**config.mk**
```make
export PLATFORM = sky130hd
export DESIGN_NAME = sam_ctrl_flat
export DESIGN_NICKNAME = d
export VERILOG_FILES = /design/src/rtl/sam_ctrl_if.sv /design/src/rtl/sam_ctrl.sv /design/src/flat_wrapper.sv
export SDC_FILE = /design/constraint.sdc
export NUM_CORES = 1
export LEC_CHECK = 0
export CORE_AREA = 2 2 91 93
export DETAILED_ROUTE_END_ITERATION = 6
export DIE_AREA = 0 0 93 95
export PLACE_DENSITY = 0.72
export SLEW_MARGIN = 20
export SYNTH_ARGS = -nofsm -noshare
export SYNTH_HDL_FRONTEND = slang
export SYNTH_SLANG_ARGS = --single-unit
```
**constraint.sdc**
```tcl
create_clock -name clk -period 2.3 [get_ports clk]
set_clock_uncertainty 0.1 [all_clocks]
set_input_delay 0.46 -clock clk [delete_from_list [all_inputs] [get_ports clk]]
set_output_delay 0.46 -clock clk [all_outputs]
set_load 0.02 [all_outputs]
```
**src/rtl/sam_ctrl_if.sv**
```systemverilog
// Port bundle for sam_ctrl: serial line and mode in, decoded message and status out.
interface sam_ctrl_if #(
  parameter int unsigned MSG_W = 8
);
  logic             mode;
  logic             str;
  logic [MSG_W-1:0] msg;
  logic             frame;
  logic             cfg_valid;
  logic             busy;
  logic             parity_err;

  modport master (
    output mode, str,
    input  msg, frame, cfg_valid, busy, parity_err
  );

  modport slave (
    input  mode, str,
    output msg, frame, cfg_valid, busy, parity_err
  );
endinterface

```
**src/rtl/sam_ctrl.sv**
```systemverilog
// SAM sequencing controller: serial config load, per-bit skip/sample majority vote, msg framing.
// Define SAM_PARITY_EN to add an even-parity window after the data bits of each message.
module sam_ctrl #(
  parameter int unsigned MSG_W = 8,
  parameter int unsigned D_W   = 8,
  parameter int unsigned S_W   = 8
) (
  input logic       clk,
  input logic       reset,
  sam_ctrl_if.slave bus
);
  localparam int unsigned CFG_W = 4 + D_W + S_W;
  localparam int unsigned CC_W  = $clog2(CFG_W);
  localparam int unsigned IDX_W = $clog2(MSG_W + 2);
  localparam int unsigned CNT_W = (D_W > S_W) ? D_W : S_W;
  localparam int unsigned OW    = S_W + 1;
  localparam int unsigned VW    = S_W + 2;
`ifdef SAM_PARITY_EN
  localparam int unsigned SR_W  = MSG_W;
`else
  // The final data bit goes straight into msg, so one bit less of history is enough.
  localparam int unsigned SR_W  = MSG_W - 1;
`endif

  typedef enum logic [1:0] {StIdle, StSkip, StSample, StEmit} state_e;

  state_e           state_q, first_st;
  logic [CFG_W-2:0] cfg_sr_q;
  logic [CC_W-1:0]  cfg_cnt_q;
  logic [CFG_W-1:0] cfg_word;
  logic [3:0]       n_q;
  logic [D_W-1:0]   d_q;
  logic [S_W-1:0]   ns_q, ns_eff;
  logic             cfg_valid_q;
  logic [CNT_W-1:0] win_q, win_inc;
  logic [OW-1:0]    ones_q, ones_nx;
  logic [IDX_W-1:0] bit_idx_q, idx_inc, n_eff;
  logic [SR_W-1:0]  bit_sr_q;
  logic [MSG_W-1:0] msg_q;
  logic             frame_q, busy_q;
  logic             bit_dec, skip_done, samp_done;
`ifdef SAM_PARITY_EN
  logic             par_err_q;
`endif

  always_comb begin
    cfg_word  = {cfg_sr_q, bus.str};
    n_eff     = (n_q == 4'd0 || 32'(n_q) > MSG_W) ? IDX_W'(MSG_W) : IDX_W'(n_q);
    ns_eff    = (ns_q == '0) ? S_W'(1) : ns_q;
    first_st  = (d_q == '0) ? StSample : StSkip;
    win_inc   = win_q + 1'b1;
    idx_inc   = bit_idx_q + 1'b1;
    skip_done = (win_inc == CNT_W'(d_q));
    samp_done = (win_inc == CNT_W'(ns_eff));
    ones_nx   = ones_q + OW'(bus.str);
    // Strict majority: a tie decodes as 0.
    bit_dec   = ((VW'(ones_nx) << 1) > VW'(ns_eff));
  end

  // Configuration shifter runs independently of the decode FSM.
  always_ff @(posedge clk) begin
    if (reset) begin
      cfg_sr_q    <= '0;
      cfg_cnt_q   <= '0;
      n_q         <= '0;
      d_q         <= '0;
      ns_q        <= '0;
      cfg_valid_q <= 1'b0;
    end else if (bus.mode) begin
      cfg_sr_q <= cfg_word[CFG_W-2:0];
      if (cfg_cnt_q == CC_W'(CFG_W - 1)) begin
        n_q         <= cfg_word[CFG_W-1 -: 4];
        d_q         <= cfg_word[S_W +: D_W];
        ns_q        <= cfg_word[S_W-1:0];
        cfg_valid_q <= 1'b1;
        cfg_cnt_q   <= '0;
      end else begin
        cfg_cnt_q <= cfg_cnt_q + 1'b1;
      end
    end else begin
      cfg_cnt_q <= '0;
    end
  end

  always_ff @(posedge clk) begin
    if (reset) begin
      state_q   <= StIdle;
      win_q     <= '0;
      ones_q    <= '0;
      bit_idx_q <= '0;
      bit_sr_q  <= '0;
      msg_q     <= '0;
      frame_q   <= 1'b0;
      busy_q    <= 1'b0;
`ifdef SAM_PARITY_EN
      par_err_q <= 1'b0;
`endif
    end else begin
      frame_q <= 1'b0;
`ifdef SAM_PARITY_EN
      par_err_q <= 1'b0;
`endif
      if (bus.mode) begin
        // Abort: partial message dropped, msg held.
        state_q <= StIdle;
        busy_q  <= 1'b0;
      end else begin
        unique case (state_q)
          StIdle, StEmit: begin
            if (state_q == StEmit || cfg_valid_q) begin
              state_q   <= first_st;
              busy_q    <= 1'b1;
              win_q     <= '0;
              ones_q    <= '0;
              bit_idx_q <= '0;
              bit_sr_q  <= '0;
            end
          end
          StSkip: begin
            if (skip_done) begin
              state_q <= StSample;
              win_q   <= '0;
            end else begin
              win_q <= win_inc;
            end
          end
          StSample: begin
            if (samp_done) begin
              win_q     <= '0;
              ones_q    <= '0;
              bit_idx_q <= idx_inc;
`ifdef SAM_PARITY_EN
              if (bit_idx_q == n_eff) begin
                state_q <= StEmit;
                busy_q  <= 1'b0;
                if (^{bit_sr_q, bit_dec}) begin
                  par_err_q <= 1'b1;
                end else begin
                  frame_q <= 1'b1;
                  msg_q   <= bit_sr_q;
                end
              end else begin
                bit_sr_q <= {bit_sr_q[SR_W-2:0], bit_dec};
                state_q  <= first_st;
              end
`else
              bit_sr_q <= {bit_sr_q[SR_W-2:0], bit_dec};
              if (idx_inc < n_eff) begin
                state_q <= first_st;
              end else begin
                state_q <= StEmit;
                busy_q  <= 1'b0;
                frame_q <= 1'b1;
                msg_q   <= {bit_sr_q, bit_dec};
              end
`endif
            end else begin
              ones_q <= ones_nx;
              win_q  <= win_inc;
            end
          end
          default: state_q <= StIdle;
        endcase
      end
    end
  end

  assign bus.msg       = msg_q;
  assign bus.frame     = frame_q;
  assign bus.cfg_valid = cfg_valid_q;
  assign bus.busy      = busy_q;
`ifdef SAM_PARITY_EN
  assign bus.parity_err = par_err_q;
`else
  assign bus.parity_err = 1'b0;
`endif

endmodule

```
**src/flat_wrapper.sv**
```systemverilog
// flat-port wrapper written by rule: the top's interface ports become plain ports
module sam_ctrl_flat 
#(
  parameter int unsigned MSG_W = 8,
  parameter int unsigned D_W   = 8,
  parameter int unsigned S_W   = 8
)
  (clk, reset, bus_mode, bus_str, bus_msg, bus_frame, bus_cfg_valid, bus_busy, bus_parity_err);
  sam_ctrl_if #(.MSG_W(MSG_W)) bus_i ();
  input logic clk;
  input logic reset;
  input wire logic [$bits(bus_i.mode)-1:0] bus_mode;
  input wire logic [$bits(bus_i.str)-1:0] bus_str;
  output wire logic [$bits(bus_i.msg)-1:0] bus_msg;
  output wire logic [$bits(bus_i.frame)-1:0] bus_frame;
  output wire logic [$bits(bus_i.cfg_valid)-1:0] bus_cfg_valid;
  output wire logic [$bits(bus_i.busy)-1:0] bus_busy;
  output wire logic [$bits(bus_i.parity_err)-1:0] bus_parity_err;
  assign bus_i.mode = bus_mode;
  assign bus_i.str = bus_str;
  assign bus_msg = bus_i.msg;
  assign bus_frame = bus_i.frame;
  assign bus_cfg_valid = bus_i.cfg_valid;
  assign bus_busy = bus_i.busy;
  assign bus_parity_err = bus_i.parity_err;
  sam_ctrl #(.MSG_W(MSG_W), .D_W(D_W), .S_W(S_W)) u_core (.clk(clk), .reset(reset), .bus(bus_i));
endmodule
```
==> run_results.csv, run 1 <==
group,metric,value,unit
finish,stdcell_count,642,
finish,antennaDiodeCount,0,
power_and_ir_drop,power_leakage,2.054,nW
synthesis,synth.avg_cell_area,8.865,µm²
finish,multiInputGateArea,0.002479,mm²
clock_network,cts.path.max_buffers,2,
floorplanning,die_w,93,µm
power_and_ir_drop,ir_drop,530.4,µV
clock_network,cts_buffers,9,
critical_path,cp-end-kind,"flip-flop",
floorplanning,die_area,0.008835,mm²
clock_network,cts_tree,"built",
finish,area_delta_synth_final,25.32,%
placed_design,place_area,0.004775,mm²
critical_path,path_max_fanout,9,
grt,grt_pass1_wl,15.70,mm
synthesis,syn_nets,493,
clock_network,ctsHtreeMaxLevel,3,
timing,hold_violations,0,
min_path,min_path_type,"in -> reg",
power_and_ir_drop,clock_power_share,44.6,%
power_and_ir_drop,p_sw_share,20.73,%
route,num_vias,3464,
clock_network,insertion_delay,0.36,ns
power_and_ir_drop,power.density,533.1,mW/mm²
finish,register_area,0.001718,mm²
synthesis,syn_area,0.004175,mm²
floorplanning,fp-row-count,33,
critical_path,crit-reg2reg-launch,"u_core.ns_q[7]$_SDFFE_PP0P_",
critical_path,crit_required,2.45,ns
critical_path,path_class,"reg -> reg",
clock_network,ctsHoldBuffers,0,
finish,fin_area,0.005233,mm²
synthesis,async_reset_ff_share,0,%
timing,maxSlewViolCount,0,
placed_design,dpl.cell_count,621,
grt,antenna_found_initial,0,
placed_design,place_ws,-0.6875,ns
critical_path,r2r-end,"u_core.win_q[3]$_SDFFE_PP0P_",
timing,fin_ws,-0.02927,ns
route,post_drt_via_cell_ratio,5.396,
timing,tns,-0.02927,ns
synthesis,ys_seq_elements,85,
route,routedWlPerCell,14.67,µm
power_and_ir_drop,seqPwrFrac,52.8,%
floorplanning,io_pins,16,
placed_design,routabilityCongestion,0.9681,
synthesis,synth_top_area_cell,"dfxtp_1",
min_path,min_from,"bus_str",
route,drc_errors,0,
finish,drive_above_1_share,22.72,%
grt,grt_start_max_net_pins,43,
critical_path,reg2reg_depth,8,
timing,setup_violations,1,
floorplanning,die_h,95,µm
critical_path,worst_ep_arrival_time,2.48,ns
critical_path,crit_start,"u_core.ns_q[7]$_SDFFE_PP0P_",
timing,fmax,429.3,MHz
clock_network,clk_pin_slew,0.09,ns
critical_path,startpoint_type,"flip-flop",
timing,rsz0062_at_grt,"yes",
grt,grt_pass1_vias,3375,
synthesis,yosysMostFrequentCell,"dfxtp_1",
power_and_ir_drop,p_int,2.211,mW
critical_path,slowest_delay,0.35,ns
synthesis,synth_edf_count,0,
placed_design,portBuffers,14,
finish,fin_nets,555,
clock_network,clock-sinks,85,
synthesis,ys_warn_count,0,
synthesis,ys.flop_type,"dfxtp_1",
grt,grtUsageTotal,22.43,%
route,drtAntennaViolNets,0,
synthesis,synthCells,471,
critical_path,slowest_stage,"or3b_1",
synthesis,synth_top_area_share,40.76,%
synthesis,seq_area_frac_synth,40.76,%
critical_path,crit_path_end,"u_core.win_q[3]$_SDFFE_PP0P_",
flow_run,cap_violations,0,
critical_path,r2r_slack,-0.03,ns
floorplanning,core_area,0.007928,mm²
finish,n_fill_cell,650,
status,violations,"setup timing",
timing,final.period_utilization,101.3,%
clock_network,root_buffer,"clkbuf_8",
timing,period_needed,2.329,ns
route,drt_iter0_markers,153,
timing,relSlewSlack,57.84,%
route,wl,9.419,mm
timing,worst_slew_pin_slew,0.6300,ns
status,outcome,"complete, but fails checks",
synthesis,ys_types,53,
power_and_ir_drop,p_comb_share,2.6,%
floorplanning,initial_core_util,52.67,%
placed_design,dp_hpwl,6.582,mm
power_and_ir_drop,p_sw,0.5783,mW
grt,gr-total-overflow,0,
min_path,hold_path_depth,3,
critical_path,cp_cell_sequence,"nor4_4, a41oi_2, xnor2_1, nand4_2, o21ai_2, buf_6, a2111oi_0, or3b_1",
synthesis,yosys-top-cells-area,"dfxtp_1 41%, mux2i_1 6.7%, nand2_1 6.0%, ha_1 5.4%, nor2_1 4.5%",
synthesis,synth_common_cells,"85 x dfxtp_1, 67 x nand2_1, 50 x nor2_1, 34 x a21oi_1, 28 x mux2i_1",
route,first_pass_iters,4,
==> flip-flops by register name, summed over array words and instances, names as in the netlist <==
signal                flops
u_core.bit_idx_q          4
u_core.bit_sr_q           7
u_core.bus.busy           1
u_core.bus.cfg_valid      1
u_core.bus.frame          1
u_core.bus.msg            8
u_core.cfg_cnt_q          5
u_core.cfg_sr_q          19
u_core.d_q                8
u_core.n_q                4
u_core.ns_q               8
u_core.ones_q             9
u_core.state_q            2
u_core.win_q              8
==> cell families after synthesis <==
family	share of synthesized area [%]
AO/OA/AOI/OAI	13.37
XOR/XNOR	7.612
adder cells (fa/ha/maj)	5.394
buffers and inverters	3.955
flip-flops	40.76
multiplexers	7.522
other	0.08981
AND/OR/NAND/NOR	21.31
==> layout by cell type, fill, tap and decap left out, types with 4 or more instances in the layout <==
cell type,count
mux2i_1,28
nor2_1,47
a31oi_1,4
clkbuf_8,9
nor4_1,5
ha_1,13
xnor2_1,15
xor2_1,8
buf_4,58
nand3_1,12
a21oi_1,32
o21ai_0,4
ha_4,5
xnor3_1,4
a21o_1,11
nand2_1,66
inv_1,15
a22o_1,9
clkdlybuf4s50_1,12
dfxtp_1,76
nand4_1,7
a221oi_1,4
dfxtp_2,7
nand2b_1,10
==> power by group through the flow <==
stage	sequential, mW	clock (mW)	combinational, mW
finish	1.47	1.24	0.0719
global route	1.47	1.34	0.0796
CTS	1.48	1.27	0.0695
detailed placement	1.51	0	0.0701
global placement	1.51	0	0.0691
floorplan	1.51	0	0.0515
==> area by class of cell <==
type / count / area share, %
Inverter: 15 / 1.076
Multi-Input combinational cell: 346 / 47.37
Tap cell: 105 / 2.511
Sequential cell: 85 / 32.83
Timing Repair Buffer: 76 / 11.84
Clock buffer: 11 / 2.511
Clock inverter: 4 / 1.865
==> layer usage <==
metal	up-vias	track usage [%]	share of wire (%)
li1	1764	-	-
met1	1602	29.63	45
met2	80	36.05	48
met3	18	3.831	5.7
met4	0	10.17	1.9
met5	-	0	0
==> stage by stage <==
step / power [mW] / hold slack, ns / util, %
floorplan: 1.562 / 0.3179 / -
global placement: 1.580 / 0.3341 / 60.23
detailed placement: 1.581 / 0.3449 / 60.23
CTS: 2.813 / 0.3603 / 63.89
global route: 2.893 / 0.3263 / 66.00
finish: 2.790 / 0.3131 / 66.00
==> how the worst min path moves through the flow <==
stage | end | slack, ns
CTS | u_core.ns_q[0]$_SDFFE_PP0P_ | 0.36
finish | u_core.ns_q[0]$_SDFFE_PP0P_ | 0.31
floorplan | u_core.cfg_cnt_q[0]$_SDFF_PP0_ | 0.32
global placement | u_core.cfg_cnt_q[0]$_SDFF_PP0_ | 0.33
global route | u_core.ns_q[0]$_SDFFE_PP0P_ | 0.33
detailed placement | u_core.cfg_cnt_q[0]$_SDFF_PP0_ | 0.34
==> critical path: cells and delay by family (launching register included) <==
kind | cells | cell delay [ns]
flops | 1 | 0.34
compound gates | 3 | 0.54
simple gates | 3 | 0.84
xor+xnor | 1 | 0.22
buf+inv | 1 | 0.18
==> timing repair <==
| action | in CTS | in global routing |
|---|---|---|
| pin swaps | 3 | 15 |
| setup buffers | 0 | 6 |
| setup endpoints to repair | 24 | 32 |
| resized for setup | 12 | 30 |
Note: power is estimated with default switching activity, not from simulation.
==> inputs of run 2 (changes only) <==
--- a/config.mk
+++ b/config.mk
@@ -8,7 +8,7 @@
 export CORE_AREA = 2 2 91 93
 export DETAILED_ROUTE_END_ITERATION = 6
 export DIE_AREA = 0 0 93 95
-export PLACE_DENSITY = 0.72
+export PLACE_DENSITY = 0.69
 export SLEW_MARGIN = 20
 export SYNTH_ARGS = -nofsm -noshare
 export SYNTH_HDL_FRONTEND = slang
==> constraint.sdc (replaced) <==
create_clock -name clk -period 2.7 [get_ports clk]
set_clock_uncertainty 0.1 [all_clocks]
set_input_delay 0.54 -clock clk [delete_from_list [all_inputs] [get_ports clk]]
set_output_delay 0.54 -clock clk [all_outputs]
set_load 0.02 [all_outputs]
==> run_results.csv, run 2 (synthesis results as in run 1) <==
group,metric,value,unit
route,drc_errors,0,
clock_network,cts_buffers,9,
critical_path,path_class,"reg -> reg",
route,first_pass_iters,4,
finish,top_regs,"u_core.cfg_sr_q (19), u_core.ones_q (9)",
min_path,min_from,"u_core.cfg_cnt_q[0]$_SDFF_PP0_",
clock_network,cts_tree,"built",
critical_path,r2r-end,"u_core.win_q[3]$_SDFFE_PP0P_",
placed_design,routabilityCongestion,0.8475,
critical_path,r2r_slack,0.15,ns
grt,top_usage_layer,"met2",
critical_path,crit_required,2.84,ns
timing,relSlewSlack,55.81,%
floorplanning,core_area,0.007928,mm²
clock_network,ctsHoldBuffers,0,
power_and_ir_drop,ir_drop,383.4,µV
floorplanning,initial_core_util,52.67,%
critical_path,worst_ep_arrival_time,2.69,ns
critical_path,reg2reg_depth,9,
clock_network,clock-sinks,85,
finish,stdcell_count,602,
floorplanning,die_area,0.008835,mm²
timing,maxSlewViolCount,0,
floorplanning,die_h,95,µm
finish,mostFrequentLayoutCell,"dfxtp_1",
timing,hold_violations,0,
critical_path,path_max_fanout,13,
grt,grt_start_max_net_pins,41,
route,routedWlPerCell,14.58,µm
grt,grt_pass1_wl,14.62,mm
critical_path,critical_path.top_delay_family,"simple AND/OR/NAND/NOR gates",
floorplanning,die_w,93,µm
critical_path,slowest_stage,"dfxtp_1",
finish,utilization,60.54,%
finish,fin_nets,515,
power_and_ir_drop,power_leakage,1.864,nW
floorplanning,fp-row-count,33,
grt,met1_usage,28.42,%
finish,area_delta_synth_final,14.95,%
timing,period_needed,2.549,ns
timing,fmax,392.3,MHz
clock_network,cts.path.max_buffers,2,
grt,grt_pass1_vias,3084,
grt,grtUsageMet2,33.27,%
route,num_vias,3321,
placed_design,dpl.cell_count,586,
grt,antenna_found_initial,0,
placed_design,place_ws,-0.3739,ns
status,outcome,"completed",
critical_path,crit-reg2reg-launch,"u_core.win_q[1]$_SDFFE_PP0P_",
timing,final.period_utilization,94.42,%
min_path,min_path_type,"reg -> reg",
critical_path,path_buf_inv,1,
min_path,hold_path_depth,1,
critical_path,startpoint_type,"flip-flop",
route,drt_iter0_markers,108,
finish,antennaDiodeCount,0,
finish,layout_common_cells,"85 x dfxtp_1, 67 x nand2_1, 49 x nor2_1",
route,post_drt_via_cell_ratio,5.517,
timing,setup_violations,0,
critical_path,cp-end-kind,"flip-flop",
placed_design,dp_hpwl,6.186,mm
grt,gr-usage-met3,3.990,%
critical_path,slowest_delay,0.44,ns
floorplanning,io_pins,16,
grt,grtUsageTotal,20.97,%
placed_design,portBuffers,14,
finish,drive_above_1_share,11.67,%
route,drtAntennaViolNets,0,
clock_network,root_buffer,"clkbuf_8",
grt,gr-total-overflow,0,
clock_network,insertion_delay,0.36,ns
finish,largest_reg_flops,19,
timing,tns,0,ns
finish,top_register,"u_core.cfg_sr_q",
clock_network,clk_pin_slew,0.10,ns
clock_network,ctsHtreeMaxLevel,3,
min_path,min_to,"u_core.cfg_cnt_q[0]$_SDFF_PP0_",
power_and_ir_drop,power.density,507.1,mW/mm²
timing,fin_ws,0.1507,ns
critical_path,crit_start,"u_core.win_q[1]$_SDFFE_PP0P_",
flow_run,cap_violations,0,
timing,worst_slew_pin_slew,0.6604,ns
route,wl,8.775,mm
critical_path,cp_cell_sequence,"ha_4, nand3_1, xor2_2, xnor2_2, nand4_2, o21ai_4, buf_12, a211oi_1, or3b_1",
[run 2: layer usage]
layer  vias up  share of wire [%]
met5         -                  0
met4         0                1.4
met3        11                2.4
met2        35                 46
met1      1591                 50
li1       1684                  -
[run 2: worst max path at each step]
stage | slack (ns) | cells after the start | end
5_1_grt | -0.005 | 9 | u_core.bit_sr_q[2]$_SDFFE_PP0P_
4_1_cts | 0.01 | 11 | u_core.bit_sr_q[0]$_SDFFE_PP0P_
6_report | 0.15 | 9 | u_core.win_q[3]$_SDFFE_PP0P_
3_5_place_dp | -0.37 | 11 | u_core.bit_sr_q[0]$_SDFFE_PP0P_
2_1_floorplan | 0.27 | 8 | u_core.bus.msg[1]$_SDFFE_PP0P_
3_3_place_gp | -0.33 | 11 | u_core.bit_sr_q[0]$_SDFFE_PP0P_
[run 2: report_power, final]
group | leakage (nW) | internal (mW) | total [mW] | switching, mW
Clock | 0.122 | 0.623 | 1.12 | 0.493
Sequential | 0.685 | 1.26 | 1.26 | 0.00236
Combinational | 1.06 | 0.0187 | 0.0596 | 0.0408
[run 2: area by class of cell]
type                       count  area [µm²]
tap                          105       131.4
fill                         712        3128
sequential                    85        1702
inverter                      15       56.30
multi-input combinational    346        2352
timing repair buffer          36       315.3
clock inverter                 6       118.9
clock buffer                   9       123.9
[run 2: metrics by stage]
stage,instance area [µm²],total power [mW],hold slack (ns)
after detailed placement,4503,1.347,0.3467
after CTS,4746,2.453,0.3634
after global routing,4800,2.501,0.3786
final,4800,2.434,0.3565
after floorplan,4175,1.331,0.3179
after global placement,4503,1.345,0.3318
[run 2: worst reg2reg max path, cell delays in order, from the launching register on]
cell and delay (ns):
dfxtp_1 0.44, ha_4 0.20, nand3_1 0.17, xor2_2 0.31
xnor2_2 0.16, nand4_2 0.20, o21ai_4 0.24, buf_12 0.17
a211oi_1 0.07, or3b_1 0.37
[run 2: repair_timing]
| item | CTS | global route |
|---|---|---|
| cloned | 0 | 0 |
| pin swaps | 1 | 4 |
| endpoints found under the setup margin | 1 | 29 |
| setup buffers | 0 | 1 |
| resized for setup | 0 | 9 |
==> inputs of run 3 (changes only) <==
--- a/config.mk
+++ b/config.mk
@@ -5,6 +5,7 @@
 export SDC_FILE = /design/constraint.sdc
 export NUM_CORES = 1
 export LEC_CHECK = 0
+export CAP_MARGIN = 20
 export CORE_AREA = 2 2 91 93
 export DETAILED_ROUTE_END_ITERATION = 6
 export DIE_AREA = 0 0 93 95
==> results of run 3 <==
Same layout as run 2: the final DEF is identical, and so are final timing and power.
